**config.mk**
```make
export PLATFORM = sky130hd
export DESIGN_NAME = bus_write_buffer_flat
export DESIGN_NICKNAME = d
export VERILOG_FILES = /design/src/rtl/bus_write_buffer_pkg.sv /design/src/rtl/bus_write_buffer_if.sv /design/src/rtl/bus_write_buffer_fifo.sv /design/src/rtl/bus_write_buffer.sv /design/src/flat_wrapper.sv
export SDC_FILE = /design/constraint.sdc
export NUM_CORES = 1
export LEC_CHECK = 0
export BUFFER_PORTS_ARGS = -buffer_cell sky130_fd_sc_hd__buf_2
export CORE_MARGIN = 8
export CORE_UTILIZATION = 40
export CTS_BUF_LIST = sky130_fd_sc_hd__clkbuf_16
export DETAILED_ROUTE_END_ITERATION = 12
export GPL_TIMING_DRIVEN = 0
export HOLD_SLACK_MARGIN = 0.1
export PLACE_DENSITY = 0.59
export SLEW_MARGIN = 25
export SYNTH_ARGS = -nofsm -noshare
export SYNTH_HDL_FRONTEND = slang
export SYNTH_SLANG_ARGS = --single-unit
```
**constraint.sdc**
```tcl
create_clock -name i_clock -period 3.05 [get_ports i_clock]
set_input_delay 0.305 -clock i_clock [delete_from_list [all_inputs] [get_ports i_clock]]
set_output_delay 0.305 -clock i_clock [all_outputs]
set_load 0.02 [all_outputs]
```
**src/rtl/bus_write_buffer_pkg.sv**
```systemverilog
// Shared types and widths for the posted-write buffer: FSM state encodings
// and the FIFO entry layout.
package bus_pkg;

    localparam int ADDR_W = 32;
    localparam int DATA_W = 32;

    typedef enum logic [1:0] {
        C_IDLE,
        C_ACK,
        C_READ
    } cpu_state_t;

    typedef enum logic [1:0] {
        B_IDLE,
        B_WRITE,
        B_READ
    } bus_state_t;

    typedef struct packed {
        logic [ADDR_W-1:0] address;
        logic [DATA_W-1:0] wdata;
    } wb_entry_t;

endpackage

```
**src/rtl/bus_write_buffer_if.sv**
```systemverilog
// CPU-side and bus-side signals of the write buffer. The slave modport is the
// buffer itself; the master modport is the CPU/arbiter environment around it.
interface bus_write_buffer_if;
    import bus_pkg::*;

    logic              i_cpu_rw;
    logic              i_cpu_request;
    logic              o_cpu_ready;
    logic [ADDR_W-1:0] i_cpu_address;
    logic [DATA_W-1:0] i_cpu_wdata;
    logic [DATA_W-1:0] o_cpu_rdata;
    logic              o_bus_rw;
    logic              o_bus_request;
    logic              i_bus_ready;
    logic [ADDR_W-1:0] o_bus_address;
    logic [DATA_W-1:0] i_bus_rdata;
    logic [DATA_W-1:0] o_bus_wdata;
    logic              o_pending;

    modport slave (
        input  i_cpu_rw, i_cpu_request, i_cpu_address, i_cpu_wdata,
        input  i_bus_ready, i_bus_rdata,
        output o_cpu_ready, o_cpu_rdata,
        output o_bus_rw, o_bus_request, o_bus_address, o_bus_wdata,
        output o_pending
    );

    modport master (
        output i_cpu_rw, i_cpu_request, i_cpu_address, i_cpu_wdata,
        output i_bus_ready, i_bus_rdata,
        input  o_cpu_ready, o_cpu_rdata,
        input  o_bus_rw, o_bus_request, o_bus_address, o_bus_wdata,
        input  o_pending
    );

endinterface

```
**src/rtl/bus_write_buffer_fifo.sv**
```systemverilog
// Generic single-clock FIFO with synchronous reset. DEPTH must be a power of
// two so the pointers wrap naturally.
module sync_fifo #(
    parameter  int WIDTH = 64,
    parameter  int DEPTH = 4,
    localparam int PTR_W = $clog2(DEPTH)
) (
    input  logic             clk,
    input  logic             srst,
    input  logic             push,
    input  logic [WIDTH-1:0] push_data,
    input  logic             pop,
    output logic [WIDTH-1:0] head,
    output logic             full,
    output logic             empty,
    output logic [PTR_W:0]   count
);

    localparam logic [PTR_W:0] FULL_COUNT = (PTR_W+1)'(DEPTH);

    logic [WIDTH-1:0] mem_q [DEPTH];
    logic [PTR_W-1:0] wr_ptr_q, wr_ptr_d;
    logic [PTR_W-1:0] rd_ptr_q, rd_ptr_d;
    logic [PTR_W:0]   count_q, count_d;
    logic             do_push, do_pop;

    always_comb begin
        do_push  = push && (count_q != FULL_COUNT);
        do_pop   = pop && (count_q != '0);
        wr_ptr_d = wr_ptr_q;
        rd_ptr_d = rd_ptr_q;
        count_d  = count_q;
        if (do_push) begin
            wr_ptr_d = wr_ptr_q + PTR_W'(1);
        end
        if (do_pop) begin
            rd_ptr_d = rd_ptr_q + PTR_W'(1);
        end
        case ({do_push, do_pop})
            2'b10:   count_d = count_q + (PTR_W+1)'(1);
            2'b01:   count_d = count_q - (PTR_W+1)'(1);
            default: count_d = count_q;
        endcase
    end

    // Storage is not reset; the pointers and count alone define validity.
    always_ff @(posedge clk) begin
        if (do_push) begin
            mem_q[wr_ptr_q] <= push_data;
        end
    end

    always_ff @(posedge clk) begin
        if (srst) begin
            wr_ptr_q <= '0;
            rd_ptr_q <= '0;
            count_q  <= '0;
        end else begin
            wr_ptr_q <= wr_ptr_d;
            rd_ptr_q <= rd_ptr_d;
            count_q  <= count_d;
        end
    end

    // Head is read asynchronously so the drain FSM can load it in the cycle
    // the FIFO first becomes non-empty.
    assign head  = mem_q[rd_ptr_q];
    assign full  = (count_q == FULL_COUNT);
    assign empty = (count_q == '0);
    assign count = count_q;

endmodule

```
**src/rtl/bus_write_buffer.sv**
```systemverilog
// Posted-write buffer: CPU writes complete into a FIFO and drain to the bus in
// order; CPU reads wait for the FIFO to drain, preserving read-after-write order.
module bus_write_buffer
    import bus_pkg::*;
#(
    parameter int DEPTH = 4
) (
    input  logic               i_clock,
    input  logic               i_reset,
    bus_write_buffer_if.slave  io
);

    cpu_state_t        cpu_state_q, cpu_state_d;
    bus_state_t        bus_state_q, bus_state_d;
    logic              cpu_ready_q, cpu_ready_d;
    logic [DATA_W-1:0] cpu_rdata_q, cpu_rdata_d;
    logic              bus_rw_q, bus_rw_d;
    logic              bus_req_q, bus_req_d;
    logic [ADDR_W-1:0] bus_addr_q, bus_addr_d;
    logic [DATA_W-1:0] bus_wdata_q, bus_wdata_d;

    wb_entry_t               fifo_in, fifo_head;
    logic                    fifo_push, fifo_pop, fifo_full, fifo_empty;
    logic [$clog2(DEPTH):0]  fifo_count;
    logic                    read_done;

    assign fifo_in.address = io.i_cpu_address;
    assign fifo_in.wdata   = io.i_cpu_wdata;

    sync_fifo #(
        .WIDTH ($bits(wb_entry_t)),
        .DEPTH (DEPTH)
    ) u_fifo (
        .clk       (i_clock),
        .srst      (i_reset),
        .push      (fifo_push),
        .push_data (fifo_in),
        .pop       (fifo_pop),
        .head      (fifo_head),
        .full      (fifo_full),
        .empty     (fifo_empty),
        .count     (fifo_count)
    );

    assign read_done = (bus_state_q == B_READ) && io.i_bus_ready;

    // CPU side. C_ACK never looks at the request, so a request still high
    // while the CPU observes o_cpu_ready cannot be taken twice.
    always_comb begin
        cpu_state_d = cpu_state_q;
        fifo_push   = 1'b0;
        case (cpu_state_q)
            C_IDLE: begin
                if (io.i_cpu_request) begin
                    if (io.i_cpu_rw) begin
                        if (!fifo_full) begin
                            fifo_push   = 1'b1;
                            cpu_state_d = C_ACK;
                        end
                    end else begin
                        cpu_state_d = C_READ;
                    end
                end
            end
            C_ACK:   cpu_state_d = C_IDLE;
            C_READ: begin
                if (read_done) begin
                    cpu_state_d = C_ACK;
                end
            end
            default: cpu_state_d = C_IDLE;
        endcase
        cpu_ready_d = (cpu_state_d == C_ACK);
    end

    // Bus side. Every transaction returns through B_IDLE with the request
    // low, which gives the mandatory idle cycle between bus requests.
    always_comb begin
        bus_state_d = bus_state_q;
        bus_rw_d    = bus_rw_q;
        bus_req_d   = bus_req_q;
        bus_addr_d  = bus_addr_q;
        bus_wdata_d = bus_wdata_q;
        cpu_rdata_d = cpu_rdata_q;
        fifo_pop    = 1'b0;
        case (bus_state_q)
            B_IDLE: begin
                if (!fifo_empty) begin
                    bus_addr_d  = fifo_head.address;
                    bus_wdata_d = fifo_head.wdata;
                    bus_rw_d    = 1'b1;
                    bus_req_d   = 1'b1;
                    bus_state_d = B_WRITE;
                end else if (cpu_state_q == C_READ) begin
                    bus_addr_d  = io.i_cpu_address;
                    bus_rw_d    = 1'b0;
                    bus_req_d   = 1'b1;
                    bus_state_d = B_READ;
                end
            end
            B_WRITE: begin
                if (io.i_bus_ready) begin
                    fifo_pop    = 1'b1;
                    bus_req_d   = 1'b0;
                    bus_state_d = B_IDLE;
                end
            end
            B_READ: begin
                if (io.i_bus_ready) begin
                    cpu_rdata_d = io.i_bus_rdata;
                    bus_req_d   = 1'b0;
                    bus_state_d = B_IDLE;
                end
            end
            default: bus_state_d = B_IDLE;
        endcase
    end

    always_ff @(posedge i_clock) begin
        if (i_reset) begin
            cpu_state_q <= C_IDLE;
            bus_state_q <= B_IDLE;
            cpu_ready_q <= 1'b0;
            cpu_rdata_q <= '0;
            bus_rw_q    <= 1'b0;
            bus_req_q   <= 1'b0;
            bus_addr_q  <= '0;
            bus_wdata_q <= '0;
        end else begin
            cpu_state_q <= cpu_state_d;
            bus_state_q <= bus_state_d;
            cpu_ready_q <= cpu_ready_d;
            cpu_rdata_q <= cpu_rdata_d;
            bus_rw_q    <= bus_rw_d;
            bus_req_q   <= bus_req_d;
            bus_addr_q  <= bus_addr_d;
            bus_wdata_q <= bus_wdata_d;
        end
    end

    assign io.o_cpu_ready   = cpu_ready_q;
    assign io.o_cpu_rdata   = cpu_rdata_q;
    assign io.o_bus_rw      = bus_rw_q;
    assign io.o_bus_request = bus_req_q;
    assign io.o_bus_address = bus_addr_q;
    assign io.o_bus_wdata   = bus_wdata_q;
    assign io.o_pending     = (fifo_count != '0) || (bus_state_q != B_IDLE);

endmodule
```
**src/flat_wrapper.sv**
```systemverilog
// flat-port wrapper written by rule: the top's interface ports become plain ports
module bus_write_buffer_flat import bus_pkg::*;
#(
    parameter int DEPTH = 4
)
  (i_clock, i_reset, io_i_cpu_rw, io_i_cpu_request, io_i_cpu_address, io_i_cpu_wdata, io_i_bus_ready, io_i_bus_rdata, io_o_cpu_ready, io_o_cpu_rdata, io_o_bus_rw, io_o_bus_request, io_o_bus_address, io_o_bus_wdata, io_o_pending);
  bus_write_buffer_if io_i ();
  input  logic i_clock;
  input  logic i_reset;
  input wire logic [$bits(io_i.i_cpu_rw)-1:0] io_i_cpu_rw;
  input wire logic [$bits(io_i.i_cpu_request)-1:0] io_i_cpu_request;
  input wire logic [$bits(io_i.i_cpu_address)-1:0] io_i_cpu_address;
  input wire logic [$bits(io_i.i_cpu_wdata)-1:0] io_i_cpu_wdata;
  input wire logic [$bits(io_i.i_bus_ready)-1:0] io_i_bus_ready;
  input wire logic [$bits(io_i.i_bus_rdata)-1:0] io_i_bus_rdata;
  output wire logic [$bits(io_i.o_cpu_ready)-1:0] io_o_cpu_ready;
  output wire logic [$bits(io_i.o_cpu_rdata)-1:0] io_o_cpu_rdata;
  output wire logic [$bits(io_i.o_bus_rw)-1:0] io_o_bus_rw;
  output wire logic [$bits(io_i.o_bus_request)-1:0] io_o_bus_request;
  output wire logic [$bits(io_i.o_bus_address)-1:0] io_o_bus_address;
  output wire logic [$bits(io_i.o_bus_wdata)-1:0] io_o_bus_wdata;
  output wire logic [$bits(io_i.o_pending)-1:0] io_o_pending;
  assign io_i.i_cpu_rw = io_i_cpu_rw;
  assign io_i.i_cpu_request = io_i_cpu_request;
  assign io_i.i_cpu_address = io_i_cpu_address;
  assign io_i.i_cpu_wdata = io_i_cpu_wdata;
  assign io_i.i_bus_ready = io_i_bus_ready;
  assign io_i.i_bus_rdata = io_i_bus_rdata;
  assign io_o_cpu_ready = io_i.o_cpu_ready;
  assign io_o_cpu_rdata = io_i.o_cpu_rdata;
  assign io_o_bus_rw = io_i.o_bus_rw;
  assign io_o_bus_request = io_i.o_bus_request;
  assign io_o_bus_address = io_i.o_bus_address;
  assign io_o_bus_wdata = io_i.o_bus_wdata;
  assign io_o_pending = io_i.o_pending;
  bus_write_buffer #(.DEPTH(DEPTH)) u_core (.i_clock(i_clock), .i_reset(i_reset), .io(io_i));
endmodule
```
# Yosys cells after proc, flatten, opt, wreduce, memory -nomap -nowiden

Memory sizes are Yosys's and may differ from the RTL's. A register that Yosys moved wholly into a read port is not among the register bits.
Cells that the tools add are included.

Register bits after elaboration: 110
Bits in writable memories: 256
Input bits: 101
Output and inout port bits: 100
Logic and storage cells: 73
Memories: 1

Memories:

| memory              | words | bits a word | rd ports | clocked after Yosys merged registers in | wr ports | line                        | source |
|---|---|---|---|---|---|---|---|
| u_core.u_fifo.mem_q | 4     | 64          | 1        | 1                                       | 1        | bus_write_buffer_fifo.sv:21 | `logic [WIDTH-1:0] mem_q [DEPTH];` |

Add/sub/neg operators: 4
Equal/unequal tests: 11
Multiplexer cells: 28
Bitwise gates (word level): 1
Reduce and logical (&&, ||, !) cells: 17

Operators with widths:

| operator                                            | number |
|---|---|
| two-way mux 32 bit                                  | 2 |
| two-way mux 2 bit                                   | 9 |
| two-way mux 1 bit                                   | 13 |
| case mux 2 bit (2 select lines)                     | 2 |
| AND reduction 2 bit                                 | 4 |
| equality test 2 x 1 -> 1 bit, second input constant | 3 |
| equality test 2 bit, second input constant          | 3 |
| != test 3 bit, second input constant                | 2 |
| case mux 3 bit (2 select lines)                     | 1 |
| nonzero test 2 bit                                  | 3 |
| adder 2 x 1 -> 2 bit, second input constant         | 2 |
| logical NOT 2 bit                                   | 2 |
| adder 3 x 1 -> 3 bit, second input constant         | 1 |
| equality test 3 bit, second input constant          | 1 |
| logical AND 1 bit                                   | 3 |
| logical NOT 3 bit                                   | 1 |
| AND reduction 3 bit                                 | 1 |
| nonzero test 3 bit                                  | 1 |
| subtractor 3 x 1 -> 3 bit, second input constant    | 1 |
| != test 2 x 1 -> 1 bit, second input constant       | 1 |
| != test 2 bit, second input constant                | 1 |
| case mux 1 bit (2 select lines)                     | 1 |
| OR reduction 2 bit                                  | 1 |
| logical OR 1 bit                                    | 1 |
| NOT 1 bit                                           | 1 |

# Depth between registers and ports, before layout

Gate-level depths: netlist of run 1.

Depth in word-level cells: 8
Gate-level depth with buffers: 9
Gate-level depth less buffers: 9

# Modules after synthesis

A second synthesis of run 1 with hierarchy kept.

Cells, all modules: 892
Area total of the unflattened synthesis: 14541.4 um2

Modules (own cells, without submodules):

| module           | times used | cells an instance | area each (um2) | sequential area each (um2) |
|---|---|---|---|---|
| sync_fifo        | 1          | 388               | 9785.6          | 7867.5 |
| bus_write_buffer | 1          | 504               | 4755.8          | 2062.0 |

# Worst setup path after synthesis of run 1

OpenSTA, ideal clock, no wires.

Path kind: register -> register
Start: reg u_core.u_fifo.count_q[0] (netlist: u_core.u_fifo.count[0])
End: mem u_core.u_fifo.mem_q[1][0] (enable)
Setup time: 0.429 ns
Data arrival time: 2.614 ns
Required time: 2.621 ns
Setup slack: 0.007 ns
Cell stages (with the launch flop): 4
Path buffers: 0
Clock period less this slack: 3.043 ns
Cell sequence: dfxtp_1 > nor2_2 > a2111oi_4 > and2_1

Word-level cells in the longest chain between the ends: 8
Elaborated cells between the ends (all ways): 9
Classes of those cells: eq/ne (2); mux (6); reduce/logical (1)

RTL lines:

| item                                        | line                        | source |
|---|---|---|
| start: declaration                          | bus_write_buffer_fifo.sv:24 | `logic [PTR_W:0] count_q, count_d;` |
| start signal: assignment                    | bus_write_buffer_fifo.sv:61 | `count_q <= count_d;` |
| equality test 3 bit                         | bus_write_buffer_fifo.sv:68 | `assign full = (count_q == FULL_COUNT);` |
| two-way mux 1 bit                           | bus_write_buffer.sv:56      | `if (!fifo_full) begin` |
| two-way mux 1 bit                           | bus_write_buffer.sv:55      | `if (io.i_cpu_rw) begin` |
| two-way mux 1 bit                           | bus_write_buffer.sv:54      | `if (io.i_cpu_request) begin` |
| two-way mux 1 bit                           | bus_write_buffer.sv:52      | `case (cpu_state_q)` |
| logical AND 1 bit (*)                       | bus_write_buffer_fifo.sv:28 | `do_push = push && (count_q != FULL_COUNT);` |
| two-way mux 1 bit (*)                       | bus_write_buffer_fifo.sv:48 | `if (do_push) begin` |
| two-way mux 1 bit (implied by the code) (*) | bus_write_buffer_fifo.sv:49 | `mem_q[wr_ptr_q] <= push_data;` |
| end: declaration                            | bus_write_buffer_fifo.sv:21 |  |

Mark *: on every way between the ends. The rest lies on a longest branch, timed or not.

# Worst setup path in the final report of run 1

Start: reg u_core.u_fifo.count_q[0] (netlist: u_core.u_fifo.count[0])
End: mem u_core.u_fifo.mem_q[2][37] (enable)

The elaborated chain is that of the path after synthesis.

==> summary.txt, run 1 <==
Status -> finished clean
Post-synthesis sequential area ratio -> 73.62%
Sequential share of power -> 49.9%
Category of the most critical setup path -> reg2reg
Cell Rows -> 67
Comb pwr share -> 10.9%
Post-synthesis xor/xnor area fraction -> 0.3247%
Least-Margin Pin Slew -> 0.8071 ns
Crit path capture type -> flop
Total track usage -> 16.13%
Endpoints failing setup -> 0
Die Wd -> 199.6 µm
Post-DP HPWL -> 20090 µm
Setup crit start -> u_core.u_fifo.count[0]
Critical Path Start Type -> flop
Mux cell area share after synthesis -> 10.76%
Clock power frac -> 39.3%
Peak Freq -> 400.7 MHz
Min-delay src -> io_i_cpu_rw
Post-route ant nets -> 0
CTS tree -> done
Worst hold margin -> 0.1458 ns
Pint -> 8.612 mW
Reg-to-reg critical path startpoint -> u_core.u_fifo.count[0]
Ports -> 201
Routed length per placed instance -> 19.36 µm
Synth cell types -> 38
Initial antenna violation count -> 1
Reg2reg end -> u_core.u_fifo.mem_q[2][37]
Sw Ratio -> 24.19%
Die Ht -> 199.6 µm
Hold Path Class -> in2reg
R2r setup slk -> 0.55 ns
Layout cells sized above 1 -> 28.59%
Placed cells -> 1510
Post-CTS setup buffers -> 0
Root buffer cell -> clkbuf_16
Reg area -> 9930 µm²
Setup Skew -> 0.01658 ns
Period minus WS final -> 2.496 ns
Final Hold Viols -> 0
Max Cap Viol -> 0
FFs w/ async S/R, synth -> 0%
Post-synth EDFFs -> 256
Fin. max-slew vios -> 0
Unrepaired setup endpoints after global routing -> no
Starting density of the core -> 40.42%
Post-synthesis adder-cell area fraction -> 0.9834%
Area share of and/or/nand/nor cells after synthesis -> 7.478%
Critical-path cell list -> nor2_2 > a2111oi_4 > and2_4 > buf_16
Worst EP required -> 3.24 ns
Longest Clk Path Bufs -> 3
Synth Cell Area -> 13490 µm²
Post-Syn Nets -> 970
Mapped Cells -> 859
Setup_tns -> 0 ns
DR pass1 iterations -> 4
Period utilization -> 81.83%
Total power -> 11.36 mW
Routed wire length -> 32520 µm
Multi-input gate area -> 3307 µm²
Yosys synthesis warning count -> 0
Post-synthesis compound-gate area fraction -> 4.898%
First-iteration detailed-routing DRC count -> 401
Rel. slew slack -> 46.19%
Syn Area/Cell -> 15.70 µm²
Critical Path End -> u_core.u_fifo.mem_q[2][37]
Layout Cells excl Fill -> 1680
Skew-Pair Late Insertion Delay -> 0.52 ns
Setup ws final -> 0.5541 ns
Vias in the first global route -> 8515
R2R cell count -> 4
Htree depth -> 2
Dpl ws -> 0.5521 ns
Main synth FF type -> edfxtp_1
Vias -> 8224
# fillers -> 2830
Die area -> 39850 µm²
Largest family of logic cells by synthesized area -> multiplexers
PwrDens -> 654.6 nW/µm²
Clk sink count -> 368
Crit-path slowest cell -> a2111oi_4
Seq cells post-synth -> 368
Via density per instance -> 4.895
First-pass GRT wire length -> 49620 µm
RD Place Congestion -> 0.7700
Arr. time, crit path -> 2.69 ns
Num CTS Buffers -> 40
Worst-path clk slew -> 0.06 ns
Worst-path maximum fanout -> 36
NetSw -> 2.748 mW
Port-buffer cells -> 199
Largest net degree at the start of global routing -> 42
Nets@finish -> 1311
Max stage delay on crit path -> 0.63 ns
Leakage power -> 6.253 nW
Worst vdd ir -> 0.4935 mV
Layout area overhead -> 28.68%
DRC viols -> 0
Core Area -> 33360 µm²
Remaining global-route overflow -> 0
-- power by group through the flow --
stage	registers, mW	clock network, mW	logic [mW]
floorplan	5.93	0	0.505
global placement	5.78	0	1.13
detailed placement	5.77	0	1.15
CTS	5.67	4.58	1.26
global route	5.69	4.77	1.35
finish	5.67	4.46	1.23
-- sequential cells by signal, indices dropped and copies added, names as in the netlist, named ones only --
signal,cells
u_core.io.o_bus_address,32
u_core.io.o_bus_rw,1
u_core.io.o_cpu_rdata,32
u_core.u_fifo.count,3
u_core.u_fifo.mem_q,256
u_core.u_fifo.rd_ptr_q,2
u_core.io.o_bus_wdata,32
u_core.bus_state_q,2
u_core.u_fifo.wr_ptr_q,2
u_core.io.o_bus_request,1
u_core.cpu_state_q,2
u_core.io.o_cpu_ready,1
-- worst min path at each step --
stage	cells past startpoint	slack [ns]	end
after floorplan	0	0.40	u_core.u_fifo.mem_q[0][0]
after global placement	2	0.44	u_core.io.o_cpu_rdata[16]
after detailed placement	2	0.44	u_core.io.o_cpu_rdata[18]
after CTS	4	0.12	u_core.cpu_state_q[1]
after global routing	4	0.15	u_core.cpu_state_q[1]
final	4	0.15	u_core.cpu_state_q[1]
-- metal layers --
metal	vias to the layer above	track usage, %	part of all wire (%)
li1	3908	-	-
met1	4056	21.33	44
met2	222	26.96	48
met3	38	3.250	6.5
met4	0	4.087	1.6
met5	-	0	0
-- layout by cell type, fill, tap and decap left out, types with 6 or more instances in the layout --
cell type | Yosys | layout
edfxtp_1 | 256 | 256
nor3_1 | 20 | 20
nor2_1 | 46 | 46
clkinv_1 | 0 | 9
clkbuf_1 | 26 | 26
a21oi_1 | 71 | 71
dfxtp_1 | 112 | 112
clkinv_2 | 0 | 8
ha_1 | 9 | 9
mux4_2 | 64 | 64
buf_4 | 6 | 6
clkbuf_16 | 0 | 42
inv_1 | 9 | 19
dlygate4sd3_1 | 0 | 96
a311oi_1 | 13 | 13
nand2_1 | 156 | 156
buf_2 | 15 | 214
o22ai_1 | 18 | 18
-- synthesized netlist by cell type (4+ instances only) --
cell type    n  area [µm²]
dfxtp_1    112        2242
a311oi_1    13       113.9
nor3_1      20       100.1
ha_1         9       112.6
o21ai_0      4       20.02
buf_2       15       75.07
buf_4        6       45.04
clkbuf_1    26       97.59
nor2_1      46       172.7
a21oi_1     71       355.3
mux4_2      64        1441
inv_1        9       33.78
edfxtp_1   256        7687
o22ai_1     18       112.6
and2_1       5       31.28
nand2_1    156       585.6
-- critical path: cells and delay by family (launching register included) --
family / cells / cell delay (ns)
compound gates: 1 / 0.63
flops: 1 / 0.49
simple gates: 2 / 0.71
buf+inv: 1 / 0.29
-- logic make-up (layout without fill, tap and decap cells) --
group,count (synthesis),in the layout
AO/OA/AOI/OAI,110,110
XOR/XNOR,5,5
adder cells (fa/ha/maj),10,10
buffers and inverters,58,430
flip-flops,368,368
multiplexers,65,65
other,0,1
AND/OR/NAND/NOR,243,243
-- cell type report --
class,instances,area share (%)
sequential,368,57.22
multi-input combinational,433,19.06
timing repair buffer,299,11.91
clock buffer,42,6.056
tap,448,3.230
buffer,49,1.305
clock inverter,31,1.017
inverter,9,0.1947
antenna,1,0.01442
-- metrics by stage --
step | instance area, µm² | utilization (%)
5_1_grt | 17350 | 52.01
2_1_floorplan | 13490 | -
4_1_cts | 17350 | 52.01
6_report | 17350 | 52.01
3_5_place_dp | 15160 | 45.45
3_3_place_gp | 15040 | 45.09
-- what timing repair did --
action                                 CTS  global route
hold buffers                            96             0
resized for setup                        0             0
endpoints found under the hold margin  315             0
(Power assumes the default switching activity.)
==> run 2, diff against run 1 <==
- ABC_AREA: default -> 1
- PLACE_DENSITY: 0.59 -> 0.58
- clock period: 3.05 -> 2.2 ns (I/O delays scaled with it)
==> summary.txt, run 2 <==
Total track usage -> 17.74%
Final core occ -> 52.76%
Largest net degree at the start of global routing -> 23
Crit-path slowest cell -> fa_1
Largest register FFs -> 256
Post-synth EDFFs -> 256
Post-DP HPWL -> 26080 µm
PwrDens -> 937.0 nW/µm²
Biggest register -> u_core.u_fifo.mem_q
Layout cells sized above 1 -> 19.07%
Clock power frac -> 37.5%
NetSw -> 4.738 mW
Unrepaired setup endpoints after global routing -> no
Peak Freq -> 486.4 MHz
Category of the most critical setup path -> reg2reg
Syn Area/Cell -> 10.43 µm²
Post-synthesis sequential area ratio -> 68.53%
Pint -> 12.89 mW
Routed wire length -> 38150 µm
Max stage delay on crit path -> 0.38 ns
Die area -> 42570 µm²
CTS tree -> done
Clk sink count -> 368
DR pass1 iterations -> 5
First-iteration detailed-routing DRC count -> 687
FFs w/ async S/R, synth -> 0%
Remaining global-route overflow -> 0
Htree depth -> 2
Layout area overhead -> 29.83%
Setup Skew -> 0.009422 ns
Cell Rows -> 69
Cell with the most instances after synthesis -> edfxtp_1
Seq cells post-synth -> 368
Post-route ant nets -> 0
Ports -> 201
Top delay family on crit path -> simple AND/OR/NAND/NOR gates
Synth Cell Area -> 14490 µm²
Post-Syn Nets -> 1500
Crit path capture type -> flop
Period utilization -> 93.44%
Commonest non-fill, non-tap cell in the layout -> edfxtp_1
Port-buffer cells -> 199
Worst-path clk slew -> 0.06 ns
Routed length per placed instance -> 16.97 µm
Sw Ratio -> 26.88%
RD Place Congestion -> 0.7801
Arr. time, crit path -> 2.51 ns
Nets@finish -> 1862
Endpoints failing setup -> 0
Synth cell types -> 27
Die Wd -> 206.3 µm
Sequential share of power -> 46.2%
Critical Path Start Type -> flop
Initial antenna violation count -> 3
Fin. max-slew vios -> 0
Worst EP required -> 2.65 ns
Skew-Pair Late Insertion Delay -> 0.53 ns
Yosys top cell by area -> edfxtp_1
Starting density of the core -> 40.64%
Status -> finished clean
Max Cap Viol -> 0
Leakage power -> 7.881 nW
Critical Path Most Common Cell -> nand2_1
R2r setup slk -> 0.14 ns
Post-synth top area share -> 53.05%
Root buffer cell -> clkbuf_16
Least-Margin Pin Slew -> 0.6507 ns
Die Ht -> 206.3 µm
Dominant cells by area after synthesis -> edfxtp_1 53%, dfxtp_1 15%, nand2_1 6.4%
Critical-path cell list -> nor2_1 > nand2_1 > nand3_4 > ha_1 > inv_1 > fa_1 > or2_2 > nand2_1 > o21ai_0 > a21oi_1
Yosys synthesis warning count -> 0
Num CTS Buffers -> 40
Most common library cells after synthesis -> 256 x edfxtp_1, 248 x nand2_1, 246 x nor2_1
Worst vdd ir -> 0.6608 mV
Hold Path Class -> in2reg
Longest Clk Path Bufs -> 3
Final Hold Viols -> 0
Commonest non-fill, non-tap cells in the layout -> 256 x edfxtp_1, 248 x nand2_1, 241 x nor2_1, 224 x buf_2, 129 x o21ai_0
Vias in the first global route -> 10720
Core Area -> 35660 µm²
Via density per instance -> 4.807
First-pass GRT wire length -> 59040 µm
Comb pwr share -> 16.3%
Main synth FF type -> edfxtp_1
CP bufs+invs -> 1
Rel. slew slack -> 56.62%
Worst-path maximum fanout -> 7
Setup_tns -> 0 ns
Total power -> 17.63 mW
Period minus WS final -> 2.056 ns
Vias -> 10810
DRC viols -> 0
Mapped Cells -> 1389
run 2: layer usage:
layer	up-vias	track usage, %	part of all wire [%]
met5	-	0	0
met4	0	4.960	1.8
met3	56	3.197	6.5
met2	332	29.12	46
met1	5036	23.89	45
li1	5383	-	-
run 2: path summary, 6_finish.rpt:
path | cells past startpoint | endpoint | startpoint
worst max-delay path | 10 | u_core.u_fifo.count[2] | u_core.u_fifo.count[1]
worst min register to register | 2 | u_core.io.o_bus_rw | u_core.io.o_bus_rw
worst max register to register | 10 | u_core.u_fifo.count[2] | u_core.u_fifo.count[1]
worst min-delay path | 6 | u_core.cpu_state_q[0] | io_i_cpu_request
run 2: area by class of cell:
type                    count  area, µm²
inverters                 116      435.4
clock buffers              42       1051
clock inverters            32      264.0
flip-flops and latches    368       9930
repair buffers            321       2375
diodes                      4      10.01
fillers                  3206      16840
plain buffers              78      411.6
multi-input cells         826       3760
well taps                 461      576.8
run 2: kinds of logic after synthesis:
group	count (synthesis)	share of synthesized area (%)
and+or+nand+nor	590	16.56
DFF	368	68.53
AOI/OAI and AO/OA	225	8.065
buffers and inverters	195	5.872
adders and majority gates	10	0.9153
xor gates and xnor gates	1	0.06045
run 2: power groups by stage:
stage,combinational [mW],sequential [mW],clock (mW)
final,2.87,8.14,6.62
after global placement,2.66,8.27,0
after detailed placement,2.73,8.29,0
after CTS,2.90,8.14,6.77
after floorplan,1.22,8.75,0
after global routing,3.18,8.20,7.02
run 2: stage by stage:
stage | worst slack (ns) | area, µm² | hold WS, ns | cells
after detailed placement | -0.009189 | 16410 | 0.4373 | 2062
after global routing | 0.002979 | 18810 | 0.3146 | 2245
final | 0.1443 | 18810 | 0.2806 | 2248
after CTS | 0.009628 | 18740 | 0.1920 | 2237
after floorplan | 0.008443 | 14530 | 0.3189 | 1389
after global placement | -0.9092 | 16110 | 0.4366 | 2049
run 2: what timing repair did:
action                                  CTS  global route
gates resized for setup                   1             1
pin swaps                                 0             4
hold endpoints to repair                319             0
buffers inserted                          0             8
cloned                                    0             0
hold buffers                            101             0
endpoints found under the setup margin    1            47
run 2: worst register-to-register path, cell delays in order, from the launching register on:
cell and delay [ns]:
dfxtp_1 0.32, nor2_1 0.17, nand2_1 0.12, nand3_4 0.18
ha_1 0.17, inv_1 0.06, fa_1 0.38, or2_2 0.30
nand2_1 0.09, o21ai_0 0.07, a21oi_1 0.13
==> run 3, diff against run 2 <==
- BUFFER_PORTS_ARGS: -buffer_cell sky130_fd_sc_hd__buf_2 -> default
- DONT_BUFFER_PORTS: default -> 1
- PLACE_DENSITY: 0.58 -> 0.53
==> summary.txt, run 3 (same netlist as run 2, synthesis figures left out) <==
Vias in the first global route -> 10150
Unrepaired setup endpoints after global routing -> no
Post-route ant nets -> 0
Layout area overhead -> 23.56%
PwrDens -> 967.7 nW/µm²
First-pass GRT wire length -> 59360 µm
Routed wire length -> 39360 µm
Endpoints failing setup -> 0
Status -> finished clean
RD Place Congestion -> 0.7557
Clk sink count -> 368
Rel. slew slack -> 56.15%
Root buffer cell -> clkbuf_16
Max Cap Viol -> 0
Fin. max-slew vios -> 0
Period minus WS final -> 2.064 ns
First-iteration detailed-routing DRC count -> 728
Worst vdd ir -> 0.5841 mV
Cell Rows -> 69
Die area -> 42570 µm²
Final Hold Viols -> 0
Hold Path Class -> in2reg
Largest register FFs -> 256
Critical-path cell list -> inv_1 > nand2_1 > nor2_1 > nand3_4 > nor2_4 > buf_16 > buf_12
# fillers -> 3224
R2r setup slk -> 0.14 ns
Grt met1 use -> 23.31%
Skew-Pair Late Insertion Delay -> 0.55 ns
Port-buffer cells -> 0
Final core occ -> 50.22%
Nets@finish -> 1668
Die Ht -> 206.3 µm
Arr. time, crit path -> 2.30 ns
Commonest non-fill, non-tap cell in the layout -> edfxtp_1
Remaining global-route overflow -> 0
Worst EP required -> 2.44 ns
Crit path capture type -> flop
Post-DP HPWL -> 25970 µm
Core Area -> 35660 µm²
Htree depth -> 2
Ports -> 201
Layout cells sized above 1 -> 8.931%
Longest Clk Path Bufs -> 3
Largest net degree at the start of global routing -> 22
Crit-path slowest cell -> nor2_4
Setup Skew -> 0.02379 ns
DRC viols -> 0
Peak Freq -> 484.4 MHz
Commonest non-fill, non-tap cells in the layout -> 256 x edfxtp_1, 247 x nand2_1, 240 x nor2_1, 129 x o21ai_0, 120 x inv_1
Least-Margin Pin Slew -> 0.6577 ns
Global routing's busiest layer -> met2
Max stage delay on crit path -> 0.44 ns
Critical Path Start Type -> flop
M3 GR Usage -> 4.702%
Total track usage -> 18.27%
Routed length per placed instance -> 19.17 µm
CP bufs+invs -> 3
Period utilization -> 93.83%
Category of the most critical setup path -> reg2reg
Total power -> 17.33 mW
Biggest register -> u_core.u_fifo.mem_q
Leakage power -> 7.012 nW
Die Wd -> 206.3 µm
Worst-path clk slew -> 0.06 ns
Vias -> 10150
Via density per instance -> 4.944
Initial antenna violation count -> 3
Worst-path maximum fanout -> 19
Top delay family on crit path -> simple AND/OR/NAND/NOR gates
Num CTS Buffers -> 41
CTS tree -> done
GRT met2 Usage -> 30.33%
Starting density of the core -> 40.64%
DR pass1 iterations -> 5
-- run 3: cell types whose count changed in the layout (fill, tap and decap cells not counted), sizes merged --
| cell | previous run | this run |
|---|---|---|
| buf | 270 | 70 |
| clkbuf | 70 | 74 |
| dlygate4sd3 | 101 | 105 |
| inv | 127 | 130 |
| bufinv | 4 | 2 |
| diode | 4 | 2 |
| clkinv | 16 | 15 |
| clkinvlp | 1 | 0 |
-- run 3: routing by layer --
metal  wire [µm]  vias to the layer above
met4         718                        2
met3        2999                       51
met5          12                        -
met2       18410                      289
li1            -                     4997
met1       17220                     4811
-- run 3: report_power, final --
part | switching (mW) | total, mW | internal (mW)
clock network | 2.74 | 6.66 | 3.92
registers | 0.790 | 8.72 | 7.93
logic | 1.22 | 1.94 | 0.720
-- run 3: layout make-up --
cell class	instances	area (µm²)	area share (%)
sequential	368	9930	55.46
multi-input combinational	826	3765	21.03
timing repair buffer	125	1456	8.134
clock buffer	45	1126	6.289
tap	461	576.8	3.222
inverter	116	435.4	2.432
buffer	79	416.7	2.327
clock inverter	31	193.9	1.083
antenna	2	5.005	0.02795
-- run 3: final timing paths --
path / from / end / cells past startpoint
worst max-delay path: u_core.cpu_state_q[0] / u_core.u_fifo.mem_q[1][1] / 7
worst min-delay path: io_i_bus_ready / u_core.io.o_cpu_rdata[29] / 4
worst max register to register: u_core.cpu_state_q[0] / u_core.u_fifo.mem_q[1][1] / 7
worst min register to register: u_core.u_fifo.count[2] / u_core.u_fifo.count[2] / 2
-- run 3: repair_timing --
item,in CTS,in global routing
endpoints found under the setup margin,37,42
gates resized for setup,0,6
hold buffers,105,0
endpoints found under the hold margin,334,0
pin swaps,2,1
setup buffers,3,4
-- run 3: worst reg2reg max path: stages, from the launching register on --
cell and delay, ns:
dfxtp_1 0.32, inv_1 0.07, nand2_1 0.05, nor2_1 0.20, nand3_4 0.23, nor2_4 0.44
buf_16 0.23, buf_12 0.20
-- run 3: through the flow --
stage          hold slack [ns]  TNS, ns  cells  instance area, µm²  setup WS (ns)
3_5_place_dp            0.3192  -0.2166   1863               15440       -0.01301
4_1_cts                 0.1649        0   2047               17840      0.0001728
5_1_grt                 0.2260        0   2053               17900        0.01823
2_1_floorplan           0.3189        0   1389               14530       0.008443
6_report                0.1810        0   2053               17900         0.1358
3_3_place_gp            0.3191  -241.60   1850               15110        -0.9851
